`src/rtl/fifo_byte_to_word_if.sv`:
```
// Byte-in / word-out handshake bundle for fifo_byte_to_word.
// master = byte source and word consumer side, slave = the FIFO itself.
interface fifo_byte_to_word_if #(
    parameter int ADDR_WIDTH = 3,
    parameter int DATA_WIDTH = 8
);
    logic                    wr;
    logic [DATA_WIDTH-1:0]   w_data;
    logic                    rd;
    logic [2*DATA_WIDTH-1:0] r_data;
    logic                    full;
    logic                    empty;
    logic [ADDR_WIDTH+1:0]   byte_count;
    logic                    err;

    modport master (
        output wr, w_data, rd,
        input  r_data, full, empty, byte_count, err
    );

    modport slave (
        input  wr, w_data, rd,
        output r_data, full, empty, byte_count, err
    );
endinterface

```
`src/rtl/fifo_byte_to_word.sv`:
```
// Asymmetric FIFO: one byte per write, one show-ahead word {older, newer} per read.
// Define FIFO_BYTE_TO_WORD_ERR_EN to build the sticky protocol-error flag; otherwise err is 0.
module fifo_byte_to_word #(
    parameter int ADDR_WIDTH = 3,
    parameter int DATA_WIDTH = 8
) (
    input  logic                clk,
    input  logic                reset_n,
    fifo_byte_to_word_if.slave  bus
);
    localparam int ROWS = 1 << (ADDR_WIDTH + 1);
    localparam logic [ADDR_WIDTH+1:0] FULL_CNT = (ADDR_WIDTH + 2)'(ROWS);

    logic [DATA_WIDTH-1:0] mem [ROWS];
    logic [ADDR_WIDTH:0]   wr_ptr;
    logic [ADDR_WIDTH:0]   rd_ptr;
    logic [ADDR_WIDTH:0]   rd_ptr_pair;
    logic [ADDR_WIDTH+1:0] byte_count;
    logic [ADDR_WIDTH+1:0] count_inc;
    logic [ADDR_WIDTH+1:0] count_dec;
    logic                  full;
    logic                  empty;
    logic                  wr_acc;
    logic                  rd_acc;

    assign full        = (byte_count == FULL_CNT);
    assign empty       = (byte_count[ADDR_WIDTH+1:1] == '0);
    assign wr_acc      = bus.wr & ~full;
    assign rd_acc      = bus.rd & ~empty;
    assign rd_ptr_pair = rd_ptr + (ADDR_WIDTH + 1)'(1);

    // Count arithmetic stays at ADDR_WIDTH+2 bits; rd_acc implies count >= 2, so no underflow.
    assign count_inc = {{(ADDR_WIDTH + 1){1'b0}}, wr_acc};
    assign count_dec = {{ADDR_WIDTH{1'b0}}, rd_acc, 1'b0};

    always_ff @(posedge clk or negedge reset_n) begin
        if (!reset_n) begin
            wr_ptr     <= '0;
            rd_ptr     <= '0;
            byte_count <= '0;
        end else begin
            if (wr_acc) wr_ptr <= wr_ptr + (ADDR_WIDTH + 1)'(1);
            if (rd_acc) rd_ptr <= rd_ptr + (ADDR_WIDTH + 1)'(2);
            byte_count <= byte_count + count_inc - count_dec;
        end
    end

    // Storage rows carry no reset; contents are only visible through the pointers.
    always_ff @(posedge clk) begin
        if (wr_acc) mem[wr_ptr] <= bus.w_data;
    end

    assign bus.r_data     = empty ? '0 : {mem[rd_ptr], mem[rd_ptr_pair]};
    assign bus.full       = full;
    assign bus.empty      = empty;
    assign bus.byte_count = byte_count;

`ifdef FIFO_BYTE_TO_WORD_ERR_EN
    logic err_q;

    always_ff @(posedge clk or negedge reset_n) begin
        if (!reset_n) begin
            err_q <= 1'b0;
        end else if ((bus.wr & full) | (bus.rd & empty)) begin
            err_q <= 1'b1;
        end
    end

    assign bus.err = err_q;
`else
    assign bus.err = 1'b0;
`endif
endmodule

```
`src/flat_wrapper.sv`:
```
// flat-port wrapper written by rule: the top's interface ports become plain ports
module fifo_byte_to_word_flat 
#(
    parameter int ADDR_WIDTH = 3,
    parameter int DATA_WIDTH = 8
)
  (clk, reset_n, bus_wr, bus_w_data, bus_rd, bus_r_data, bus_full, bus_empty, bus_byte_count, bus_err);
  fifo_byte_to_word_if #(.ADDR_WIDTH(ADDR_WIDTH), .DATA_WIDTH(DATA_WIDTH)) bus_i ();
  input  logic clk;
  input  logic reset_n;
  input wire logic [$bits(bus_i.wr)-1:0] bus_wr;
  input wire logic [$bits(bus_i.w_data)-1:0] bus_w_data;
  input wire logic [$bits(bus_i.rd)-1:0] bus_rd;
  output wire logic [$bits(bus_i.r_data)-1:0] bus_r_data;
  output wire logic [$bits(bus_i.full)-1:0] bus_full;
  output wire logic [$bits(bus_i.empty)-1:0] bus_empty;
  output wire logic [$bits(bus_i.byte_count)-1:0] bus_byte_count;
  output wire logic [$bits(bus_i.err)-1:0] bus_err;
  assign bus_i.wr = bus_wr;
  assign bus_i.w_data = bus_w_data;
  assign bus_i.rd = bus_rd;
  assign bus_r_data = bus_i.r_data;
  assign bus_full = bus_i.full;
  assign bus_empty = bus_i.empty;
  assign bus_byte_count = bus_i.byte_count;
  assign bus_err = bus_i.err;
  fifo_byte_to_word #(.ADDR_WIDTH(ADDR_WIDTH), .DATA_WIDTH(DATA_WIDTH)) u_core (.clk(clk), .reset_n(reset_n), .bus(bus_i));
endmodule
```
`config.mk`:
```
export PLATFORM = sky130hd
export DESIGN_NAME = fifo_byte_to_word_flat
export DESIGN_NICKNAME = d
export VERILOG_FILES = /design/src/rtl/fifo_byte_to_word_if.sv /design/src/rtl/fifo_byte_to_word.sv /design/src/flat_wrapper.sv
export SDC_FILE = /design/constraint.sdc
export NUM_CORES = 1
export LEC_CHECK = 0
export CAP_MARGIN = 20
export CELL_PAD_IN_SITES_DETAIL_PLACEMENT = 0
export CELL_PAD_IN_SITES_GLOBAL_PLACEMENT = 1
export CORE_MARGIN = 8
export CORE_UTILIZATION = 47
export CTS_BUF_LIST = sky130_fd_sc_hd__clkbuf_16
export CTS_CLUSTER_SIZE = 28
export DETAILED_ROUTE_END_ITERATION = 6
export PLACE_DENSITY_LB_ADDON = 0.1
export SYNTH_ARGS = -nofsm -noshare
export SYNTH_HDL_FRONTEND = slang
export SYNTH_SLANG_ARGS = --single-unit
```
`constraint.sdc`:
```
create_clock -name clk -period 2.25 [get_ports clk]
set_clock_uncertainty 0.05 [all_clocks]
set_input_delay 0.45 -clock clk [delete_from_list [all_inputs] [get_ports clk]]
set_output_delay 0.45 -clock clk [all_outputs]
set_load 0.05 [all_outputs]
```
# ---- Yosys cells after proc, flatten, opt, wreduce, memory -nomap -nowiden
# Memory sizes are Yosys's and may differ from the RTL's.
# Index checks and enable logic that the tools add are counted.
dict set report word_totals {
  memories 1
  output_inout_bits 24
  input_bits 12
  ramBits 128
  wordCells 18
  ff_bits 13
}
# name words width read_ports rd_clocked_by_memory_dff write_ports line_no
set mem_list {}
lappend mem_list {u_core.mem 16 8 2 0 1 fifo_byte_to_word.sv:14} ;# logic [DATA_WIDTH-1:0] mem [ROWS];
dict set report op_classes {
  reduce_logical 1
  n_addsub 5
  muxes 3
  n_eq_ne 1
  bitwise 4
}
# cell n
set op_table {}
lappend op_table {{$mux 16} 1}
lappend op_table {{$add 4x1->4 const B} 2}
lappend op_table {{$add 5x1->5} 1}
lappend op_table {{$eq 5x5->1 const B} 1}
lappend op_table {{$sub 5x2->5} 1}
lappend op_table {{$add 4x2->4 const B} 1}
lappend op_table {{$logic_not 4->1} 1}
lappend op_table {{$and 1x1->1} 2}
lappend op_table {{$mux 1} 2}
lappend op_table {{$not 1->1} 2}

# ---- Depth between registers and ports, before layout
# Gate-level depths: netlist of run 1.
dict set report logic_depth {
  depth_word 5
  depth_mapped 9
  depth_no_buf 9
}

# ---- Least setup slack after synthesis of run 1
# Ideal clock, no wire load.
dict set report synth_timing {
  path_kind {register to output}
  start {register u_core.byte_count[3], in the netlist u_core.bus.byte_count[3]}
  end {output port bus_r_data[14]}
  required_ps 1750
  path_stages_with_launch 8
  path_slack_ps -665
  path_buffers 1
  t_arrival_ps 2415
  path_cell_list {dfrtp_1 -> inv_1 -> ha_1 -> or3b_4 -> inv_1 -> nor2_1 -> buf_2 -> a22o_1}
}
dict set report synth_via {
  elab_chain_len 2
}
# item line_no
set synth_lines {}
lappend synth_lines {{from (decl)} fifo_byte_to_word.sv:18} ;# logic [ADDR_WIDTH+1:0] byte_count;
lappend synth_lines {{from (signal assigned)} fifo_byte_to_word.sv:44} ;# byte_count <= byte_count + count_inc - count_dec;
lappend synth_lines {{$logic_not 4->1} fifo_byte_to_word.sv:27} ;# assign empty = (byte_count[ADDR_WIDTH+1:1] == '0);
lappend synth_lines {{named net bus_empty} flat_wrapper.sv:16} ;# output wire logic [$bits(bus_i.empty)-1:0] bus_empty;
lappend synth_lines {{$mux 16} fifo_byte_to_word.sv:53} ;# assign bus.r_data = empty ? '0 : {mem[rd_ptr], mem[rd_ptr_pair]};
lappend synth_lines {{to (decl)} flat_wrapper.sv:14} ;# output wire logic [$bits(bus_i.r_data)-1:0] bus_r_data;
# The timed path passes the listed nets, and every way through them passes these cells.

# ---- Worst setup path in the final report of run 1
dict set report layout_timing {
  start {register u_core.byte_count[4], in the netlist u_core.bus.byte_count[4]}
  end {output port bus_r_data[3]}
}
dict set report layout_via {
  elab_chain_len 2
}
# item line_no
set layout_lines {}
lappend layout_lines {{$logic_not 4->1} fifo_byte_to_word.sv:27}
lappend layout_lines {{$mux 16} fifo_byte_to_word.sv:53}
# No other way between the ends.

==> results.py, run 1 <==
metrics = {
    "outcome": {
        "run_status": "finished with violations",
        "violations": "setup timing",
    },
    "finish": {
        "layout-drive-gt1-share_pct": 39.1,
        "syn_to_final_growth_pct": 26.4,
        "postLayoutCellArea_um2": 7110,
        "insertedDiodeCount": 0,
        "final_core_utilization_pct": 60.0,
        "layout_nets": 367,
    },
    "critical_path": {
        "critical_path.max_fanout": 11,
        "crit_path_top_delay_cell": "sky130_fd_sc_hd__or3b_4",
        "crit_path_category": "reg2out",
        "cp_data_arrival_time_ns": 2.11,
        "reg2reg_setup_slack_ns": 0.09,
        "cp_slowest_stage_delay_ns": 0.42,
        "worstSetupEndpointType": "primary output",
        "cell_family_contributing_the_most_delay_on_the_critical_path": "buffers and inverters",
        "worstRegToRegCells": 10,
        "r2r-start": "u_core.bus.byte_count[4]",
        "start_kind": "flip-flop",
        "cp_cell_instances": "inv_2 > ha_4 > or3b_4 > clkinvlp_4 > nor2_4 > buf_12 > a22o_2 > buf_6",
        "crit_buf_inv": 4,
        "regToRegEndpoint": "u_core.bus.byte_count[3]",
        "critPathRequiredTime_ns": 1.75,
    },
    "global_route": {
        "grt_antenna_before_repair": 0,
        "vias_in_the_first_global_route": 2866,
        "first_pass_grt_wire_length_mm": 17.2,
        "global_route.usage.total_pct": 15.1,
        "pin_count_of_the_biggest_net_entering_global_routing": 33,
        "grt_overflow": 0,
    },
    "power": {
        "irDropWorstVdd_v": 0.000877,
        "lkg_pwr_nw": 2.51,
        "power_frac_comb_pct": 45.7,
        "pwr_dens_nw_per_um2": 1520,
        "sequential_power_share_pct": 31.3,
        "report.power.total_mw": 10.8,
        "sw_ratio_pct": 35.0,
        "netSwitchingPower_mw": 3.79,
        "intPower_mw": 7.04,
        "power_frac_clock_pct": 23.0,
    },
    "flow_run": {
        "max_cap_violations": 0,
    },
    "yosys": {
        "synth-simple-area-share_pct": 3.45,
        "area_of_the_mapped_netlist_um2": 5630,
        "async_reset_ff_share_pct": 8.57,
        "synth-xor-area-share_pct": 1.40,
        "yosys.area_share.adder_pct": 2.67,
        "yosys.cell_count.top_type": "sky130_fd_sc_hd__edfxtp_1",
        "number_of_register_bits_inferred_by_synthesis": 140,
        "synth-main-ff-cell": "sky130_fd_sc_hd__edfxtp_1",
        "synth.net_count": 300,
        "synth_cell_types": 30,
        "synth_area_leader_cell": "sky130_fd_sc_hd__edfxtp_1",
        "post_synth_inst_count": 276,
        "synth_area_leaders": "sky130_fd_sc_hd__edfxtp_1 (68%), sky130_fd_sc_hd__mux4_2 (13%), sky130_fd_sc_hd__dfrtp_1 (5.3%)",
        "synth.avg_cell_area_um2": 20.4,
        "number_of_enable_flip_flop_cells_after_synthesis": 128,
        "synth_top_family_by_area": "multiplexers",
        "proportion_of_synthesized_chip_area_in_sequential_cells_pct": 73.6,
        "muxShareOfSynthArea_pct": 13.2,
        "share_of_the_synthesized_area_in_compound_gates_ao_oa_aoi_oai_pct": 2.82,
        "synth.yosys.warnings": 0,
        "yosys-top-cells-count": "sky130_fd_sc_hd__edfxtp_1 (128), sky130_fd_sc_hd__mux4_2 (32), sky130_fd_sc_hd__a22o_1 (16), sky130_fd_sc_hd__inv_1 (16)",
        "yosys.area.top_type_share_pct": 68.3,
    },
    "drt": {
        "drt_drc_violations_left": 0,
        "num_vias": 2780,
        "route.detailed.wl_per_inst_um": 22.3,
        "drt-total-wl_mm": 11.1,
        "post_drt_via_cell_ratio": 5.56,
        "postRouteAntennaNets": 0,
        "drt_iter0_markers": 327,
        "drt_first_pass_iters": 4,
    },
    "sta": {
        "max_slew_margin_pct": 59.2,
        "drv_slew": 0,
        "hold-worst-slack_ns": 0.371,
        "timing_worst_slew_pin_value_ns": 0.610,
        "rsz_0062_raised_after_global_routing": "yes",
        "final-hold-violation-count": 0,
        "layout_worst_path_cycle_share_pct": 116,
        "final.setup.worst_slack_ns": -0.365,
        "clock.fmax_ghz": 0.382,
        "setup_viol_count_final": 18,
        "period_needed_ns": 2.61,
    },
    "clocking": {
        "later_pin_clock_latency_in_the_skew_report_ns": 0.41,
        "clk_root_buffer_cell": "sky130_fd_sc_hd__clkbuf_16",
        "htree_levels": 4,
        "cts_made_buffers": 17,
        "clkTransAtPathRegs_ns": 0.05,
        "cts_max_path_buffers": 2,
        "cts_tree": "built",
        "total_clock_sinks": 140,
    },
    "die": {
        "core_um2": 11900,
        "floorplan.rows": 40,
        "number_of_top_level_design_ports": 36,
        "dieHeight_um": 125,
        "die_w_um": 125,
        "initial_utilization_pct": 47.4,
        "die-area_um2": 15700,
    },
    "placement": {
        "detailed_place_hpwl_mm": 6.79,
        "routabilityCongestion": 0.708,
        "buffer_ports.inserted": 34,
        "placed_area_um2": 6420,
    },
    "worst_hold_path": {
        "timing.hold.worst.class": "in2async",
    },
}
## placed cells by master, fill, tap and decap left out, types with 6 or more instances in the layout
master / netlist / routed
sky130_fd_sc_hd__edfxtp_1: 128 / 128
sky130_fd_sc_hd__inv_1: 16 / 20
sky130_fd_sc_hd__buf_12: 0 / 11
sky130_fd_sc_hd__clkdlybuf4s50_1: 0 / 16
sky130_fd_sc_hd__clkbuf_16: 0 / 17
sky130_fd_sc_hd__dfrtp_1: 12 / 8
sky130_fd_sc_hd__buf_6: 5 / 16
sky130_fd_sc_hd__a22o_2: 0 / 6
sky130_fd_sc_hd__and2_4: 1 / 6
sky130_fd_sc_hd__xnor2_1: 8 / 8
sky130_fd_sc_hd__buf_4: 2 / 14
sky130_fd_sc_hd__ha_1: 12 / 9
sky130_fd_sc_hd__mux4_2: 32 / 32
sky130_fd_sc_hd__a22o_4: 0 / 10
## metrics by stage
stage	setup WS, ns	TNS, ns	cells
after detailed placement	-0.169	-2.02	466
final	-0.365	-5.53	500
after global placement	-0.0752	-0.801	466
after CTS	-0.392	-6.08	499
after global routing	-0.448	-7.07	500
after floorplan	-0.145	-1.90	276
## metal layers
layer | track usage, % | routed length, µm
met1 | 20.6 | 4970
met2 | 22.1 | 5280
met3 | 5.14 | 748
met4 | 5.59 | 127
met5 | 0 | 0
## layout make-up
| type | count | area [µm²] |
|---|---|---|
| Inverter | 16 | 63.8 |
| Clock inverter | 12 | 97.6 |
| Timing Repair Buffer | 59 | 696 |
| Fill cell | 886 | 4750 |
| Tap cell | 147 | 184 |
| Multi-Input combinational cell | 109 | 1500 |
| Sequential cell | 140 | 4150 |
| Clock buffer | 17 | 425 |
## state kept, by name, indices dropped and copies added (netlist names)
register               cells
u_core.wr_ptr              4
u_core.mem               128
u_core.rd_ptr              3
u_core.bus.byte_count      5
## worst max path at each step
stage	startpoint	depth (start not counted)	end	slack, ns
finish	u_core.bus.byte_count[4]	8	bus_r_data[3]	-0.36
global route	u_core.bus.byte_count[3]	8	bus_r_data[3]	-0.45
CTS	u_core.bus.byte_count[3]	8	bus_r_data[2]	-0.39
detailed placement	u_core.bus.byte_count[4]	7	bus_r_data[2]	-0.17
global placement	u_core.bus.byte_count[4]	7	bus_r_data[15]	-0.08
floorplan	u_core.bus.byte_count[3]	7	bus_r_data[10]	-0.15
## power groups by stage
stage	registers (mW)	logic, mW	clock network (mW)
5_1_grt	3.43	5.27	2.64
4_1_cts	3.40	4.94	2.56
6_report	3.39	4.95	2.49
3_3_place_gp	3.43	4.54	0
3_5_place_dp	3.44	4.56	0
2_1_floorplan	3.54	3.20	0
## repair_timing
| action | 4_1_cts | 5_1_grt |
|---|---|---|
| setup endpoints to repair | 17 | 51 |
| gates cloned | 1 | 0 |
| resized for setup | 22 | 12 |
| pin swaps | 3 | 2 |
| setup buffers | 4 | 1 |
| hold buffers | 0 | 0 |
## cell families (layout without fill, tap and decap cells)
group                      Yosys count  in the layout
DFF                                140            140
muxes                               34             34
and+or+nand+nor                     33             34
buffers and inverters               28            104
AOI/OAI and AO/OA                   19             19
adders and majority gates           12             12
xor gates and xnor gates             9              9
other                                1              1
## worst reg2reg max path: stages, from the launching register on
cell                      delay (ns)
sky130_fd_sc_hd__dfrtp_2        0.40
sky130_fd_sc_hd__inv_2          0.07
sky130_fd_sc_hd__ha_4           0.11
sky130_fd_sc_hd__or3b_4         0.42
sky130_fd_sc_hd__buf_4          0.16
sky130_fd_sc_hd__nand2_2        0.07
sky130_fd_sc_hd__ha_2           0.20
sky130_fd_sc_hd__ha_4           0.20
sky130_fd_sc_hd__a21oi_1        0.13
sky130_fd_sc_hd__o21ai_1        0.09
sky130_fd_sc_hd__xnor2_1        0.13
No activity file was read; power rests on OpenSTA's default activity.
==> run 2: changes to the inputs <==
--- a/config.mk
+++ b/config.mk
@@ -10,7 +10,8 @@
 export CELL_PAD_IN_SITES_GLOBAL_PLACEMENT = 1
 export CORE_MARGIN = 8
 export CORE_UTILIZATION = 47
-export CTS_BUF_LIST = sky130_fd_sc_hd__clkbuf_16
+export CTS_BUF_LIST = sky130_fd_sc_hd__clkbuf_4 sky130_fd_sc_hd__clkbuf_8 sky130_fd_sc_hd__clkbuf_16
+export CTS_CLUSTER_DIAMETER = 80
 export CTS_CLUSTER_SIZE = 28
 export DETAILED_ROUTE_END_ITERATION = 6
 export PLACE_DENSITY_LB_ADDON = 0.1
==> results.py, run 2 (same netlist as run 1, synthesis figures left out) <==
metrics = {
    "placement": {
        "routabilityCongestion": 0.708,
        "placed_area_um2": 6420,
        "detailed_place_hpwl_mm": 6.79,
        "buffer_ports.inserted": 34,
    },
    "sta": {
        "final-hold-violation-count": 0,
        "rsz_0062_raised_after_global_routing": "yes",
        "timing.setup.tns_ns": -5.69,
        "clock.fmax_ghz": 0.382,
        "setup_viol_count_final": 18,
        "drv_slew": 0,
        "timing_worst_slew_pin_value_ns": 0.614,
        "layout_worst_path_cycle_share_pct": 116,
        "final.setup.worst_slack_ns": -0.371,
        "period_needed_ns": 2.62,
        "max_slew_margin_pct": 59.0,
    },
    "outcome": {
        "run_status": "finished with violations",
        "violations": "setup timing",
    },
    "die": {
        "core_um2": 11900,
        "floorplan.rows": 40,
        "die-area_um2": 15700,
        "initial_utilization_pct": 47.4,
        "number_of_top_level_design_ports": 36,
        "die_w_um": 125,
        "dieHeight_um": 125,
    },
    "finish": {
        "final_core_utilization_pct": 60.3,
        "layout-drive-gt1-share_pct": 41.5,
        "registers.top_by_ff_count": "u_core.mem",
        "syn_to_final_growth_pct": 27.1,
        "layout.cells.most_common": "sky130_fd_sc_hd__edfxtp_1",
        "postLayoutCellArea_um2": 7160,
        "largest_register_ff_count": 128,
        "insertedDiodeCount": 0,
        "layout_nets": 368,
        "biggestRegsByFlops": "u_core.mem x128, u_core.bus.byte_count x5, u_core.wr_ptr x4",
        "layout_common_cells": "sky130_fd_sc_hd__edfxtp_1 (128), sky130_fd_sc_hd__mux4_2 (32), sky130_fd_sc_hd__clkbuf_16 (17), sky130_fd_sc_hd__buf_6 (17), sky130_fd_sc_hd__clkdlybuf4s50_1 (16)",
    },
    "global_route": {
        "pin_count_of_the_biggest_net_entering_global_routing": 33,
        "first_pass_grt_wire_length_mm": 17.2,
        "grt_antenna_before_repair": 0,
        "global_route.usage.total_pct": 15.1,
        "grt_overflow": 0,
        "vias_in_the_first_global_route": 2852,
    },
    "critical_path": {
        "cp_slowest_stage_delay_ns": 0.42,
        "worstSetupEndpointType": "primary output",
        "cp_cell_instances": "inv_2 > ha_4 > or3b_4 > clkinvlp_4 > nor2_4 > buf_12 > a22o_2 > buf_6",
        "crit_path_category": "reg2out",
        "cell_family_contributing_the_most_delay_on_the_critical_path": "buffers and inverters",
        "start_kind": "flip-flop",
        "cp_data_arrival_time_ns": 2.12,
        "crit_path_top_delay_cell": "sky130_fd_sc_hd__or3b_4",
        "critPathRequiredTime_ns": 1.75,
        "critical_path.max_fanout": 11,
        "crit_buf_inv": 4,
    },
    "clocking": {
        "clkTransAtPathRegs_ns": 0.05,
        "cts_made_buffers": 17,
        "postCtsHoldBufs": 0,
        "cts_tree": "built",
        "total_clock_sinks": 140,
        "later_pin_clock_latency_in_the_skew_report_ns": 0.40,
        "htree_levels": 4,
        "cts_max_path_buffers": 2,
        "clk_root_buffer_cell": "sky130_fd_sc_hd__clkbuf_16",
    },
    "drt": {
        "postRouteAntennaNets": 0,
        "post_drt_via_cell_ratio": 5.53,
        "route.detailed.wl_per_inst_um": 22.2,
        "drt-total-wl_mm": 11.1,
        "num_vias": 2770,
        "drt_drc_violations_left": 0,
        "drt_first_pass_iters": 4,
        "drt_iter0_markers": 309,
    },
    "worst_hold_path": {
        "timing.hold.worst.class": "in2async",
    },
    "power": {
        "lkg_pwr_nw": 2.51,
        "irDropWorstVdd_v": 0.000855,
        "pwr_dens_nw_per_um2": 1530,
    },
    "flow_run": {
        "max_cap_violations": 0,
    },
}
[run 2: worst paths after layout]
| kind | end | startpoint | depth (start not counted) | slack [ns] |
|---|---|---|---|---|
| worst min-delay path | u_core.bus.byte_count[3] | reset_n | 1 | 0.37 |
| worst min register to register | u_core.bus.byte_count[0] | u_core.bus.byte_count[0] | 1 | 0.48 |
| worst max-delay path | bus_r_data[3] | u_core.bus.byte_count[4] | 8 | -0.37 |
| min in group clk | u_core.bus.byte_count[0] | u_core.bus.byte_count[0] | 1 | 0.48 |
| max in group asynchronous | u_core.bus.byte_count[2] | reset_n | 1 | 1.36 |
| worst max register to register | u_core.bus.byte_count[3] | u_core.bus.byte_count[4] | 10 | 0.09 |
[run 2: through the flow]
stage / total power, mW / hold WS [ns] / cells / setup WS (ns)
2_1_floorplan: 6.74 / 0.104 / 276 / -0.145
3_5_place_dp: 8.01 / 0.468 / 466 / -0.169
4_1_cts: 11.0 / 0.380 / 499 / -0.389
6_report: 11.0 / 0.372 / 501 / -0.371
3_3_place_gp: 7.97 / 0.460 / 466 / -0.0752
5_1_grt: 11.5 / 0.411 / 501 / -0.446
[run 2: cell type report]
class / count / area (µm²)
Sequential cell: 140 / 4150
Multi-Input combinational cell: 109 / 1500
Clock inverter: 4 / 67.6
Timing Repair Buffer: 60 / 707
Clock buffer: 25 / 485
Inverter: 16 / 63.8
Fill cell: 878 / 4710
Tap cell: 147 / 184
[run 2: routing by layer]
metal / up-vias / share of wire (%) / track usage [%]
met5: - / 0 / 0
met4: 0 / 1.1 / 6.02
met3: 8 / 5.0 / 4.50
met2: 72 / 48 / 22.1
met1: 1445 / 46 / 20.7
li1: 1245 / - / -
[run 2: repair_timing]
item	4_1_cts	5_1_grt
pin swaps	3	2
setup endpoints to repair	17	51
gates cloned	1	0
resized for setup	22	13
buffers inserted	4	2
hold endpoints to repair	0	0
[run 2: worst register-to-register path: stages (launching register included)]
cell,delay [ns]
sky130_fd_sc_hd__dfrtp_2,0.40
sky130_fd_sc_hd__inv_2,0.07
sky130_fd_sc_hd__ha_4,0.11
sky130_fd_sc_hd__or3b_4,0.42
sky130_fd_sc_hd__buf_4,0.16
sky130_fd_sc_hd__nand2_2,0.07
sky130_fd_sc_hd__ha_2,0.20
sky130_fd_sc_hd__ha_4,0.20
sky130_fd_sc_hd__a21oi_1,0.13
sky130_fd_sc_hd__o21ai_1,0.09
sky130_fd_sc_hd__xnor2_1,0.13
[run 2: report_power, final]
| group | internal, mW | switching [mW] | total (mW) | leakage [nW] |
|---|---|---|---|---|
| Combinational | 2.27 | 2.69 | 4.96 | 0.941 |
| Sequential | 3.21 | 0.183 | 3.39 | 1.29 |
| Clock | 1.70 | 0.918 | 2.62 | 0.278 |
| Total | 7.19 | 3.79 | 11.0 | 2.51 |
==> run 3: changes to the inputs <==
--- a/config.mk
+++ b/config.mk
@@ -8,7 +8,6 @@
 export CAP_MARGIN = 20
 export CELL_PAD_IN_SITES_DETAIL_PLACEMENT = 0
 export CELL_PAD_IN_SITES_GLOBAL_PLACEMENT = 1
-export CORE_MARGIN = 8
 export CORE_UTILIZATION = 47
 export CTS_BUF_LIST = sky130_fd_sc_hd__clkbuf_4 sky130_fd_sc_hd__clkbuf_8 sky130_fd_sc_hd__clkbuf_16
 export CTS_CLUSTER_DIAMETER = 80
==> results.py, run 3 (same netlist as run 1, synthesis figures left out) <==
metrics = {
    "finish": {
        "ff_latch_area_um2": 4150,
        "fillers": 807,
        "layout.cells.most_common": "sky130_fd_sc_hd__edfxtp_1",
        "biggestRegsByFlops": "u_core.mem x128, u_core.bus.byte_count x5, u_core.wr_ptr x4",
        "multi_input_area_um2": 1500,
        "postLayoutCellArea_um2": 7150,
        "layout_nets": 367,
        "insertedDiodeCount": 0,
        "instances_no_fill": 498,
        "registers.top_by_ff_count": "u_core.mem",
        "largest_register_ff_count": 128,
        "syn_to_final_growth_pct": 27.0,
        "layout_common_cells": "sky130_fd_sc_hd__edfxtp_1 (128), sky130_fd_sc_hd__mux4_2 (32), sky130_fd_sc_hd__buf_6 (18)",
        "layout-drive-gt1-share_pct": 40.6,
        "final_core_utilization_pct": 61.8,
    },
    "die": {
        "die_w_um": 111,
        "number_of_top_level_design_ports": 36,
        "floorplan.rows": 39,
        "core_um2": 11600,
        "initial_utilization_pct": 48.7,
        "dieHeight_um": 111,
        "die-area_um2": 12400,
    },
    "critical_path": {
        "cp_data_arrival_time_ns": 2.14,
        "critPathRequiredTime_ns": 1.75,
        "worstSetupEndpointType": "primary output",
        "critical_path.max_fanout": 16,
        "start_kind": "flip-flop",
        "crit_path_category": "reg2out",
    },
    "worst_hold_path": {
        "timing.hold.worst.class": "in2async",
    },
    "sta": {
        "timing_worst_slew_pin_value_ns": 0.589,
        "max_slew_margin_pct": 60.6,
        "rsz_0062_raised_after_global_routing": "yes",
        "period_needed_ns": 2.64,
        "clock.fmax_ghz": 0.379,
        "final-hold-violation-count": 0,
        "final.setup.worst_slack_ns": -0.389,
        "drv_slew": 0,
        "setup_viol_count_final": 17,
        "layout_worst_path_cycle_share_pct": 117,
    },
    "placement": {
        "dp_slack_ns": -0.109,
        "placed_cells_incl_taps": 461,
        "detailed_place_hpwl_mm": 6.58,
        "placed_area_um2": 6390,
        "routabilityCongestion": 0.715,
        "buffer_ports.inserted": 34,
    },
    "flow_run": {
        "max_cap_violations": 0,
    },
    "global_route": {
        "grt_overflow": 0,
        "vias_in_the_first_global_route": 2961,
        "pin_count_of_the_biggest_net_entering_global_routing": 35,
        "grt_antenna_before_repair": 0,
        "first_pass_grt_wire_length_mm": 17.2,
        "global_route.usage.total_pct": 19.6,
    },
    "drt": {
        "drt_iter0_markers": 165,
        "post_drt_via_cell_ratio": 5.58,
        "route.detailed.wl_per_inst_um": 22.3,
        "num_vias": 2777,
        "drt_first_pass_iters": 6,
        "postRouteAntennaNets": 0,
        "drt-total-wl_mm": 11.1,
        "drt_drc_violations_left": 4,
    },
    "clocking": {
        "later_pin_clock_latency_in_the_skew_report_ns": 0.41,
        "cts_tree": "built",
        "clkTransAtPathRegs_ns": 0.06,
        "cts_made_buffers": 17,
        "clk_root_buffer_cell": "sky130_fd_sc_hd__clkbuf_16",
        "htree_levels": 4,
        "cts_max_path_buffers": 2,
        "total_clock_sinks": 140,
        "postCtsHoldBufs": 0,
    },
    "power": {
        "report.power.total_mw": 11.0,
        "pwr_dens_nw_per_um2": 1540,
        "lkg_pwr_nw": 2.52,
        "irDropWorstVdd_v": 0.000896,
    },
    "outcome": {
        "violations": "DRC, setup timing",
        "run_status": "finished with violations",
    },
}
-- run 3: metal layers --
metal / part of all wire (%) / vias to the layer above / track usage, %
met5: 0 / - / 0
met4: 1.3 / 0 / 8.11
met3: 2.7 / 11 / 4.25
met2: 49 / 56 / 31.4
met1: 47 / 1466 / 26.4
li1: - / 1244 / -
-- run 3: path summary, 6_finish.rpt --
check	from	endpoint	slack, ns	cells after the start
max	u_core.bus.byte_count[3]	bus_r_data[3]	-0.39	8
min	reset_n	u_core.wr_ptr[2]	0.36	1
max reg2reg	u_core.bus.byte_count[3]	u_core.bus.byte_count[3]	0.13	9
min reg2reg	u_core.bus.byte_count[0]	u_core.bus.byte_count[0]	0.49	1
max in group asynchronous	reset_n	u_core.rd_ptr[1]	1.39	1
min in group clk	u_core.bus.byte_count[0]	u_core.bus.byte_count[0]	0.49	1
-- run 3: stage by stage --
step                hold slack (ns)  setup TNS [ns]
floorplan                     0.104           -1.90
global placement              0.458          -0.575
detailed placement            0.480           -1.08
CTS                           0.362           -6.72
global route                  0.402           -7.38
finish                        0.356           -6.14
-- run 3: what timing repair did --
action                     CTS  global route
setup buffers                3             5
pin swaps                    1             1
gates resized for setup     22             6
cloned                       1             0
setup endpoints to repair   17            85
-- run 3: worst max-delay path, stage by stage, from the launching register on --
cell and delay (ns):
sky130_fd_sc_hd__dfrtp_2 0.40, sky130_fd_sc_hd__inv_2 0.07, sky130_fd_sc_hd__ha_4 0.11, sky130_fd_sc_hd__or3b_4 0.43, sky130_fd_sc_hd__clkinvlp_4 0.12, sky130_fd_sc_hd__nor2_4 0.04
sky130_fd_sc_hd__buf_12 0.16, sky130_fd_sc_hd__a22o_2 0.24, sky130_fd_sc_hd__buf_6 0.15
-- run 3: layout make-up --
type / count / share of cell area, %
flip-flops and latches: 140 / 58.0
multi-input cells: 109 / 20.9
repair buffers: 59 / 9.49
clock buffers: 18 / 6.06
well taps: 143 / 2.50
clock inverters: 13 / 2.10
inverters: 16 / 0.893
-- run 3: where the power goes --
group	total, mW	switching [mW]	internal, mW
Combinational	4.83	2.65	2.18
Clock	2.76	1.02	1.74
Sequential	3.39	0.180	3.21
Total	11.0	3.85	7.13
